===== config.mk =====
export PLATFORM = sky130hd
export DESIGN_NAME = tiny_rv_mem
export DESIGN_NICKNAME = d
export VERILOG_FILES = /design/src/rtl/tiny_rv_pkg.sv /design/src/rtl/tiny_rv_lsu_align.sv /design/src/rtl/tiny_rv_mem.sv
export SDC_FILE = /design/constraint.sdc
export NUM_CORES = 1
export LEC_CHECK = 0
export BUFFER_PORTS_ARGS = -buffer_cell sky130_fd_sc_hd__buf_2
export CAP_MARGIN = 20
export CORE_ASPECT_RATIO = 0.8
export CORE_UTILIZATION = 44
export CTS_BUF_LIST = sky130_fd_sc_hd__clkbuf_2
export DETAILED_ROUTE_END_ITERATION = 10
export GPL_ROUTABILITY_DRIVEN = 0
export PLACE_DENSITY_LB_ADDON = 0.1
export SYNTH_ARGS = -nofsm -noshare
export SYNTH_HDL_FRONTEND = slang
export SYNTH_HIERARCHICAL = 1
export SYNTH_SLANG_ARGS = --single-unit

===== constraint.sdc =====
create_clock -name i_clk -period 10.1 [get_ports i_clk]
set_input_delay 2.02 -clock i_clk [delete_from_list [all_inputs] [get_ports i_clk]]
set_output_delay 2.02 -clock i_clk [all_outputs]
set_load 0.01 [all_outputs]

===== src/rtl/tiny_rv_pkg.sv =====
// Shared constants and types for the tiny_rv memory stage.
package tiny_rv_pkg;

    localparam logic [6:0] OPC_LOAD   = 7'b0000011;
    localparam logic [6:0] OPC_STORE  = 7'b0100011;
    localparam logic [6:0] OPC_LUI    = 7'b0110111;
    localparam logic [6:0] OPC_AUIPC  = 7'b0010111;
    localparam logic [6:0] OPC_JAL    = 7'b1101111;
    localparam logic [6:0] OPC_JALR   = 7'b1100111;
    localparam logic [6:0] OPC_OP_IMM = 7'b0010011;
    localparam logic [6:0] OPC_OP     = 7'b0110011;

    localparam logic [2:0] F3_LB  = 3'd0;
    localparam logic [2:0] F3_LH  = 3'd1;
    localparam logic [2:0] F3_LW  = 3'd2;
    localparam logic [2:0] F3_LBU = 3'd4;
    localparam logic [2:0] F3_LHU = 3'd5;
    localparam logic [2:0] F3_SB  = 3'd0;
    localparam logic [2:0] F3_SH  = 3'd1;
    localparam logic [2:0] F3_SW  = 3'd2;

    typedef enum logic {
        IDLE = 1'b0,
        WAIT = 1'b1
    } mem_state_t;

    // Opcodes whose result is written back to rd (rd != 0 checked separately)
    function automatic logic writes_rd(input logic [6:0] opc);
        case (opc)
            OPC_LUI, OPC_AUIPC, OPC_JAL, OPC_JALR, OPC_OP_IMM, OPC_OP: writes_rd = 1'b1;
            default:                                                  writes_rd = 1'b0;
        endcase
    endfunction

endpackage


===== src/rtl/tiny_rv_lsu_align.sv =====
// Byte-lane steering for stores, access legality checks, and load
// lane extraction/extension. Purely combinational.
module tiny_rv_lsu_align
    import tiny_rv_pkg::*;
(
    input  logic        is_load,
    input  logic        is_store,
    input  logic [2:0]  funct3,
    input  logic [1:0]  addr_lo,
    input  logic [31:0] store_data,
    output logic [3:0]  be,
    output logic [31:0] wdata,
    output logic        acc_fault,
    input  logic [2:0]  ld_funct3,
    input  logic [1:0]  ld_off,
    input  logic [31:0] rdata,
    output logic [31:0] load_data
);

    logic        illegal;
    logic        misalign;
    logic [31:0] shifted;

    // Request side: legality, alignment, enables and replicated store data
    always_comb begin
        illegal  = 1'b0;
        misalign = 1'b0;
        be       = 4'b1111;
        wdata    = store_data;
        if (is_load) begin
            illegal = !(funct3 == F3_LB || funct3 == F3_LH || funct3 == F3_LW ||
                        funct3 == F3_LBU || funct3 == F3_LHU);
        end else if (is_store) begin
            illegal = !(funct3 == F3_SB || funct3 == F3_SH || funct3 == F3_SW);
        end
        case (funct3[1:0])
            2'd0: begin
                be    = 4'b0001 << addr_lo;
                wdata = {4{store_data[7:0]}};
            end
            2'd1: begin
                misalign = addr_lo[0];
                be       = 4'b0011 << addr_lo;
                wdata    = {2{store_data[15:0]}};
            end
            default: begin
                misalign = (addr_lo != 2'b00);
            end
        endcase
        acc_fault = (is_load || is_store) && (illegal || misalign);
    end

    // Response side: pick the addressed lane and extend
    always_comb begin
        shifted = rdata >> {ld_off, 3'b000};
        case (ld_funct3)
            F3_LB:   load_data = {{24{shifted[7]}}, shifted[7:0]};
            F3_LH:   load_data = {{16{shifted[15]}}, shifted[15:0]};
            F3_LBU:  load_data = {24'd0, shifted[7:0]};
            F3_LHU:  load_data = {16'd0, shifted[15:0]};
            default: load_data = rdata;
        endcase
    end

endmodule


===== src/rtl/tiny_rv_mem.sv =====
// tiny_rv memory stage: issues one load/store at a time on the data bus,
// stalls upstream while it is outstanding, and registers the writeback bundle.
module tiny_rv_mem
    import tiny_rv_pkg::*;
#(
    parameter int unsigned BUS_TIMEOUT = 0
) (
    input  logic        i_clk,
    input  logic        i_reset,
    output logic        pipe_stall,
    input  logic        exec_valid,
    input  logic [31:0] exec_pc,
    input  logic [31:0] exec_inst,
    input  logic [4:0]  exec_rd,
    input  logic [31:0] exec_rd_val,
    input  logic [31:0] exec_rs2_val,
    output logic        o_dmem_req,
    output logic        o_dmem_we,
    output logic [31:0] o_dmem_addr,
    output logic [3:0]  o_dmem_be,
    output logic [31:0] o_dmem_wdata,
    input  logic        i_dmem_ack,
    input  logic [31:0] i_dmem_rdata,
    output logic        mem_valid,
    output logic [31:0] mem_pc,
    output logic [31:0] mem_inst,
    output logic [4:0]  mem_rd,
    output logic [31:0] mem_rd_val,
    output logic        mem_rd_we,
    output logic        mem_fault
);

    localparam logic [31:0] TO_LAST = (BUS_TIMEOUT > 0) ? 32'(BUS_TIMEOUT - 1) : 32'd0;

    mem_state_t  state, state_next;
    logic [31:0] to_cnt;

    logic [31:0] pend_pc;
    logic [31:0] pend_inst;
    logic [4:0]  pend_rd;
    logic [2:0]  pend_funct3;
    logic [1:0]  pend_off;

    logic [6:0]  opc;
    logic        is_load, is_store, mem_op;
    logic [3:0]  be_c;
    logic [31:0] wdata_c;
    logic        acc_fault;
    logic [31:0] load_data;
    logic        to_hit;

    logic        do_issue, do_fault_now, do_ack, do_timeout;

    assign opc      = exec_inst[6:0];
    assign is_load  = (opc == OPC_LOAD);
    assign is_store = (opc == OPC_STORE);
    assign mem_op   = exec_valid && (is_load || is_store);
    assign to_hit   = (BUS_TIMEOUT != 0) && (to_cnt == TO_LAST);

    tiny_rv_lsu_align u_align (
        .is_load    (is_load),
        .is_store   (is_store),
        .funct3     (exec_inst[14:12]),
        .addr_lo    (exec_rd_val[1:0]),
        .store_data (exec_rs2_val),
        .be         (be_c),
        .wdata      (wdata_c),
        .acc_fault  (acc_fault),
        .ld_funct3  (pend_funct3),
        .ld_off     (pend_off),
        .rdata      (i_dmem_rdata),
        .load_data  (load_data)
    );

    // State register
    always_ff @(posedge i_clk) begin
        if (i_reset) state <= IDLE;
        else         state <= state_next;
    end

    // Next state, stall and datapath action selects
    always_comb begin
        state_next   = state;
        pipe_stall   = 1'b0;
        do_issue     = 1'b0;
        do_fault_now = 1'b0;
        do_ack       = 1'b0;
        do_timeout   = 1'b0;
        case (state)
            IDLE: begin
                if (mem_op) begin
                    if (acc_fault) begin
                        do_fault_now = 1'b1;
                    end else begin
                        pipe_stall = 1'b1;
                        do_issue   = 1'b1;
                        state_next = WAIT;
                    end
                end
            end
            WAIT: begin
                // Ack wins over a timeout landing in the same cycle
                if (i_dmem_ack) begin
                    do_ack     = 1'b1;
                    state_next = IDLE;
                end else if (to_hit) begin
                    do_timeout = 1'b1;
                    state_next = IDLE;
                end else begin
                    pipe_stall = 1'b1;
                end
            end
            default: state_next = IDLE;
        endcase
    end

    // Bus registers, pending-transaction context and writeback bundle
    always_ff @(posedge i_clk) begin
        if (i_reset) begin
            to_cnt       <= '0;
            o_dmem_req   <= 1'b0;
            o_dmem_we    <= 1'b0;
            o_dmem_addr  <= '0;
            o_dmem_be    <= '0;
            o_dmem_wdata <= '0;
            pend_pc      <= '0;
            pend_inst    <= '0;
            pend_rd      <= '0;
            pend_funct3  <= '0;
            pend_off     <= '0;
            mem_valid    <= 1'b0;
            mem_pc       <= '0;
            mem_inst     <= '0;
            mem_rd       <= '0;
            mem_rd_val   <= '0;
            mem_rd_we    <= 1'b0;
            mem_fault    <= 1'b0;
        end else if (do_issue) begin
            to_cnt       <= '0;
            o_dmem_req   <= 1'b1;
            o_dmem_we    <= is_store;
            o_dmem_addr  <= {exec_rd_val[31:2], 2'b00};
            o_dmem_be    <= be_c;
            o_dmem_wdata <= wdata_c;
            pend_pc      <= exec_pc;
            pend_inst    <= exec_inst;
            pend_rd      <= exec_rd;
            pend_funct3  <= exec_inst[14:12];
            pend_off     <= exec_rd_val[1:0];
            mem_valid    <= 1'b0;
        end else if (do_ack || do_timeout) begin
            o_dmem_req <= 1'b0;
            mem_valid  <= 1'b1;
            mem_pc     <= pend_pc;
            mem_inst   <= pend_inst;
            mem_rd     <= pend_rd;
            mem_fault  <= do_timeout;
            if (do_ack && !o_dmem_we) begin
                mem_rd_val <= load_data;
                mem_rd_we  <= (pend_rd != 5'd0);
            end else begin
                mem_rd_val <= {o_dmem_addr[31:2], pend_off};
                mem_rd_we  <= 1'b0;
            end
        end else if (state == WAIT) begin
            to_cnt    <= to_cnt + 32'd1;
            mem_valid <= 1'b0;
        end else if (exec_valid) begin
            mem_valid <= 1'b1;
            mem_pc    <= exec_pc;
            mem_inst  <= exec_inst;
            mem_rd    <= exec_rd;
            if (do_fault_now) begin
                mem_rd_val <= exec_rd_val;
                mem_rd_we  <= 1'b0;
                mem_fault  <= 1'b1;
            end else begin
                mem_rd_val <= exec_rd_val;
                mem_rd_we  <= writes_rd(opc) && (exec_rd != 5'd0);
                mem_fault  <= 1'b0;
            end
        end else begin
            mem_valid <= 1'b0;
        end
    end

endmodule


; Word level (Yosys, flattened, before mapping)
; Index checks and enable logic that the tools add are counted.
[totals]
latch_bits = 0
mem_bits_rw = 0
register_bits = 247
mem_count = 0
out_inout_bits = 175
word_cells = 114
inputBits = 169
rom_bits = 0
[op_classes]
addsub = 0
bitwise_logic = 2
reduce_logical = 24
n_lt_le_gt_ge = 0
n_shift = 3
muxes = 50
div_mod_pow = 0
eq_ne = 17
n_mul = 0
[op_table]
columns = cell, count
row1 = $mux W32, 10
row2 = $pmux W32 S4, 1
row3 = $pmux W32 S2, 1
row4 = $mux W1, 32
row5 = $shr A32 B5 Y16, 1
row6 = $eq A7 B6 Y1 const B, 3
row7 = $mux W5, 3
row8 = $eq A7 B5 Y1 const B, 2
row9 = $eq A7 B7 Y1 const B, 2
row10 = $eq A3 B3 Y1 const B, 4
row11 = $reduce_bool A5 Y1, 2
row12 = $pmux W4 S2, 1
row13 = $eq A7 B2 Y1 const B, 1
row14 = $eq A3 B1 Y1 const B, 2
row15 = $logic_not A3 Y1, 2
row16 = $logic_or A1 B1 Y1, 6
row17 = $reduce_bool A2 Y1, 3
row18 = $reduce_or A6 Y1, 1
row19 = $logic_and A1 B1 Y1, 4
row20 = $pmux W1 S2, 2
row21 = $shl A1 B2 Y4 const A, 1
row22 = $shl A2 B2 Y4 const A, 1
row23 = $eq A3 B2 Y1 const B, 1
row24 = $logic_not A1 Y1, 3
row25 = other kinds (6), 7

; Longest topological paths before layout
[logic_depth]
ltp_word = 23
ltp_mapped = 13
mapped_depth_nobuf = 10

; Cells and area by module
; Netlist, hierarchy kept.
[by_module_without_submodules]
columns = mod, area_each_um2, instances, cells_each, seq_area_each_um2
row1 = tiny_rv_mem, 9611.7, 1, 1228, 4884.7
row2 = tiny_rv_lsu_align, 1203.7, 1, 177, 0.0

; Worst setup path after synthesis
; Ideal clock, no wire load.
[synth_path]
path_type = input port to output port
startpoint = input port exec_inst[2]
endpoint = output port pipe_stall
path_slack_ps = 4065
t_required_ps = 8080
cell_stages = 10
arrival_ps = 4015
n_path_buf = 2
path_cell_list = nor4_1 > nand3_1 > nor2_1 > nor2b_1 > o32ai_1 > a21oi_1 > or4_1 > buf_2 > buf_2 > nand2_1
[synth_between]
word_cells_on_any_way = 11
classes_between = eq/ne: 2 / mux: 5 / reduce/logical: 4
[synth_rtl]
columns = element, line
row1 = "start, declared", tiny_rv_mem.sv:13  ; input logic [31:0] exec_inst,
row2 = $eq A7 B2 Y1 (*), tiny_rv_mem.sv:55  ; assign is_load = (opc == OPC_LOAD);
row3 = named net is_load, tiny_rv_mem.sv:45  ; logic is_load, is_store, mem_op;
row4 = $mux W1, tiny_rv_lsu_align.sv:30  ; if (is_load) begin
row5 = $logic_or A1 B1 Y1, tiny_rv_lsu_align.sv:50  ; acc_fault = (is_load || is_store) && (illegal || misalign);
row6 = $logic_and A1 B1 Y1 (*), tiny_rv_lsu_align.sv:50
row7 = named net acc_fault, tiny_rv_mem.sv:48  ; logic acc_fault;
row8 = $mux W1 (*), tiny_rv_mem.sv:92  ; if (acc_fault) begin
row9 = $mux W1 (*), tiny_rv_mem.sv:91  ; if (mem_op) begin
row10 = $pmux W1 S2 (*), tiny_rv_mem.sv:89  ; case (state)
row11 = "end, declared", tiny_rv_mem.sv:10  ; output logic pipe_stall,
; The timed path passes the listed nets; every way through them passes the cells marked *.

; Worst setup path in the final report
; Ends and elaborated chain as after synthesis.

==> impl_metrics.tcl <==
set metrics [dict create \
    status "completed" \
    timing.fmax_mhz 140.0 \
    drive_above_1_share_pct 27.67 \
    ant_nets 0 \
    yosysWarnings 6 \
    dieArea_um2 25220 \
    clk-insertion-delay-late_ns 0.81 \
    arrival_ns 5.12 \
    grt_util_all_layers_pct 26.51 \
    crit_buf_inv 2 \
    cp_cell_sequence "buf_2 -> nor4_1 -> nand3_1 -> nor2_1 -> nor2b_1 -> o32ai_1 -> a21oi_1 -> or4_4 -> nand2_1 -> buf_2" \
    p_leak_nw 5.444 \
    drt-pass1-iter-count 5 \
    required_ns 8.08 \
    wirelength_um 33970 \
    cts_buffers 66 \
    nNetsFinal 1868 \
    core_um2 23770 \
    end_kind "primary output" \
    clock_sinks 244 \
    vdd_ir_drop_max_v 0.00008963 \
    cts-htree-levels 3 \
    cts_tree "yes" \
    critPathKind "input pin to primary output" \
    hold_path.class "flop to flop" \
    crit_top_cell "buf_2" \
    start_util_pct 45.49 \
    finalClockSkew_ns 0.06581 \
    grt_pass1_wl_um 53390 \
    postCtsSetupRepairBufs 0 \
    seq_area_frac_synth_pct 45.16 \
    layout_common_cells "510 x nand2_1, 340 x buf_2, 243 x dfxtp_1" \
    relSlewSlack_pct 30.25 \
    cts_hold_buf 0 \
    period_share_pct 70.72 \
    cp_max_fo 55 \
    hold_viol 0 \
    place_area_um2 12410 \
    synth_edf_count 0 \
    clk_transition_reported_paths_ns 0.08 \
    drt_iter0_markers 708 \
    wl_per_cell_um 16.56 \
    path_delay_family "simple AND/OR/NAND/NOR gates" \
    slew_viol_final 0 \
    synthDistinctLibCells 46 \
    grt_pass1_vias 10210 \
    max_cap_viol_count 0 \
    syn2layout_area_growth_pct 20.73 \
    root_buffer "clkbuf_2" \
    ctsResizeCount 0 \
    grt-ovfl-total 0 \
    antenna_found_initial 4 \
    portBuffers 341 \
    tns_ns 0 \
    power_density_nw_per_um2 147.5 \
    final_common_cell "nand2_1" \
    num_vias 10920 \
    crit_slowest_cell "or4_4" \
    fin_crit_ns 7.142 \
    synth_area_um2 10820 \
    rsz0062_at_grt "no" \
    dp_hpwl_um 21640 \
    finalSetupViolCount 0 \
    ios 344 \
    ys.flop_type "dfxtp_1" \
    clockBufferDepth 3 \
    async_reset_ff_share_pct 0 \
    rows 50 \
    num-fill-cells 2474 \
    grt_max_degree 143 \
    start_kind "input pin" \
    synth_seq_cells 244 \
    final_area_um2 13060 \
    tightest_slew_ns 1.046 \
    vias_per_cell 5.321 \
    hold_ws_ns 0.4512 \
    die_w_um 177.3 \
    synth.avg_cell_area_um2 7.698 \
    remaining_drc_errors 0 \
    netlist_instances 1405 \
    die_y_um 142.2 \
    synth_top_area_cell "dfxtp_1" \
    synth_area_leaders "dfxtp_1 45%, nand2_1 18%, a21oi_1 7.9%" \
    yosysTopAreaCellShare_pct 45.16 \
    critical_path.max_stage_delay_ns 0.86 \
]
==> cell families (layout without fill, tap and decap cells) <==
| family | Yosys count | in the layout | share of synthesized area (%) |
|---|---|---|---|
| AOI/OAI and AO/OA | 339 | 339 | 20.07 |
| and+or+nand+nor | 617 | 617 | 22.10 |
| buffers and inverters | 136 | 465 | 5.981 |
| muxes | 68 | 68 | 6.652 |
| other | 1 | 7 | 0.03467 |
| DFF | 244 | 244 | 45.16 |
==> power by group <==
| part | switching (mW) | leakage (nW) | internal, mW |
|---|---|---|---|
| registers | 0.0156 | 1.99 | 0.991 |
| clock network | 0.405 | 0.429 | 0.305 |
| logic | 0.123 | 3.02 | 0.0855 |
| total | 0.543 | 5.44 | 1.38 |
==> per-layer routing <==
metal	GRT usage (%)	vias to the layer above	share of wire [%]
li1	-	5405	-
met2	40.46	409	45
met5	0	-	0
met3	7.078	68	8.4
met4	10.98	0	2.9
met1	35.31	5036	44
==> synthesized netlist by cell type (5+ instances only) <==
cell	number
o21ai_0	29
inv_1	7
nor2_1	81
mux2i_1	46
buf_4	10
a21oi_1	170
buf_6	10
buf_2	19
a311oi_1	70
mux2_2	21
clkbuf_1	80
buf_1	10
nand2_1	511
a22oi_1	5
o31ai_1	8
o211ai_1	32
dfxtp_1	244
==> area by class of cell <==
type | instances | area, µm² | area share (%)
Antenna cell | 5 | 12.51 | 0.09582
Multi-Input combinational cell | 1026 | 5314 | 40.70
Timing Repair Buffer | 354 | 1846 | 14.13
Clock inverter | 18 | 152.6 | 1.169
Sequential cell | 244 | 4886 | 37.42
Tap cell | 312 | 390.4 | 2.990
Clock buffer | 86 | 430.4 | 3.296
Inverter | 7 | 26.28 | 0.2012
==> through the flow <==
stage | std cells | setup WS, ns | utilization [%] | power (mW)
3_3_place_gp | 1941 | 3.108 | 52.22 | 1.234
3_5_place_dp | 1941 | 3.059 | 52.22 | 1.236
5_1_grt | 2051 | 2.701 | 54.92 | 2.027
2_1_floorplan | 1406 | 4.065 | - | 1.139
6_report | 2052 | 2.958 | 54.93 | 1.925
4_1_cts | 2045 | 3.042 | 54.67 | 1.949
==> worst reg2reg max path, delay by kind of cell, from the launching register on <==
kind	cells	cell delay, ns
flops	1	0.79
simple gates	1	0.07
compound gates	4	1.42
mux	2	0.64
==> path summary, 6_finish.rpt <==
| kind | startpoint | endpoint | slack, ns | cells after the start |
|---|---|---|---|---|
| setup / recovery | exec_inst[2] | pipe_stall | 2.96 | 10 |
| hold / removal | mem_rd_val[22]$_SDFFE_PP0P_ | mem_rd_val[22]$_SDFFE_PP0P_ | 0.45 | 2 |
| hold reg to reg | mem_rd_val[22]$_SDFFE_PP0P_ | mem_rd_val[22]$_SDFFE_PP0P_ | 0.45 | 2 |
| setup reg to reg | pend_off[1]$_SDFFE_PP0P_ | mem_rd_val[27]$_SDFFE_PP0P_ | 7.04 | 7 |
==> state kept, by name, indices dropped and copies added, names as in the netlist, 30 cells and up <==
register	flops
mem_inst	32
mem_pc	32
mem_rd_val	32
o_dmem_addr	30
o_dmem_wdata	32
pend_inst	32
pend_pc	32
(Power assumes the default switching activity.)
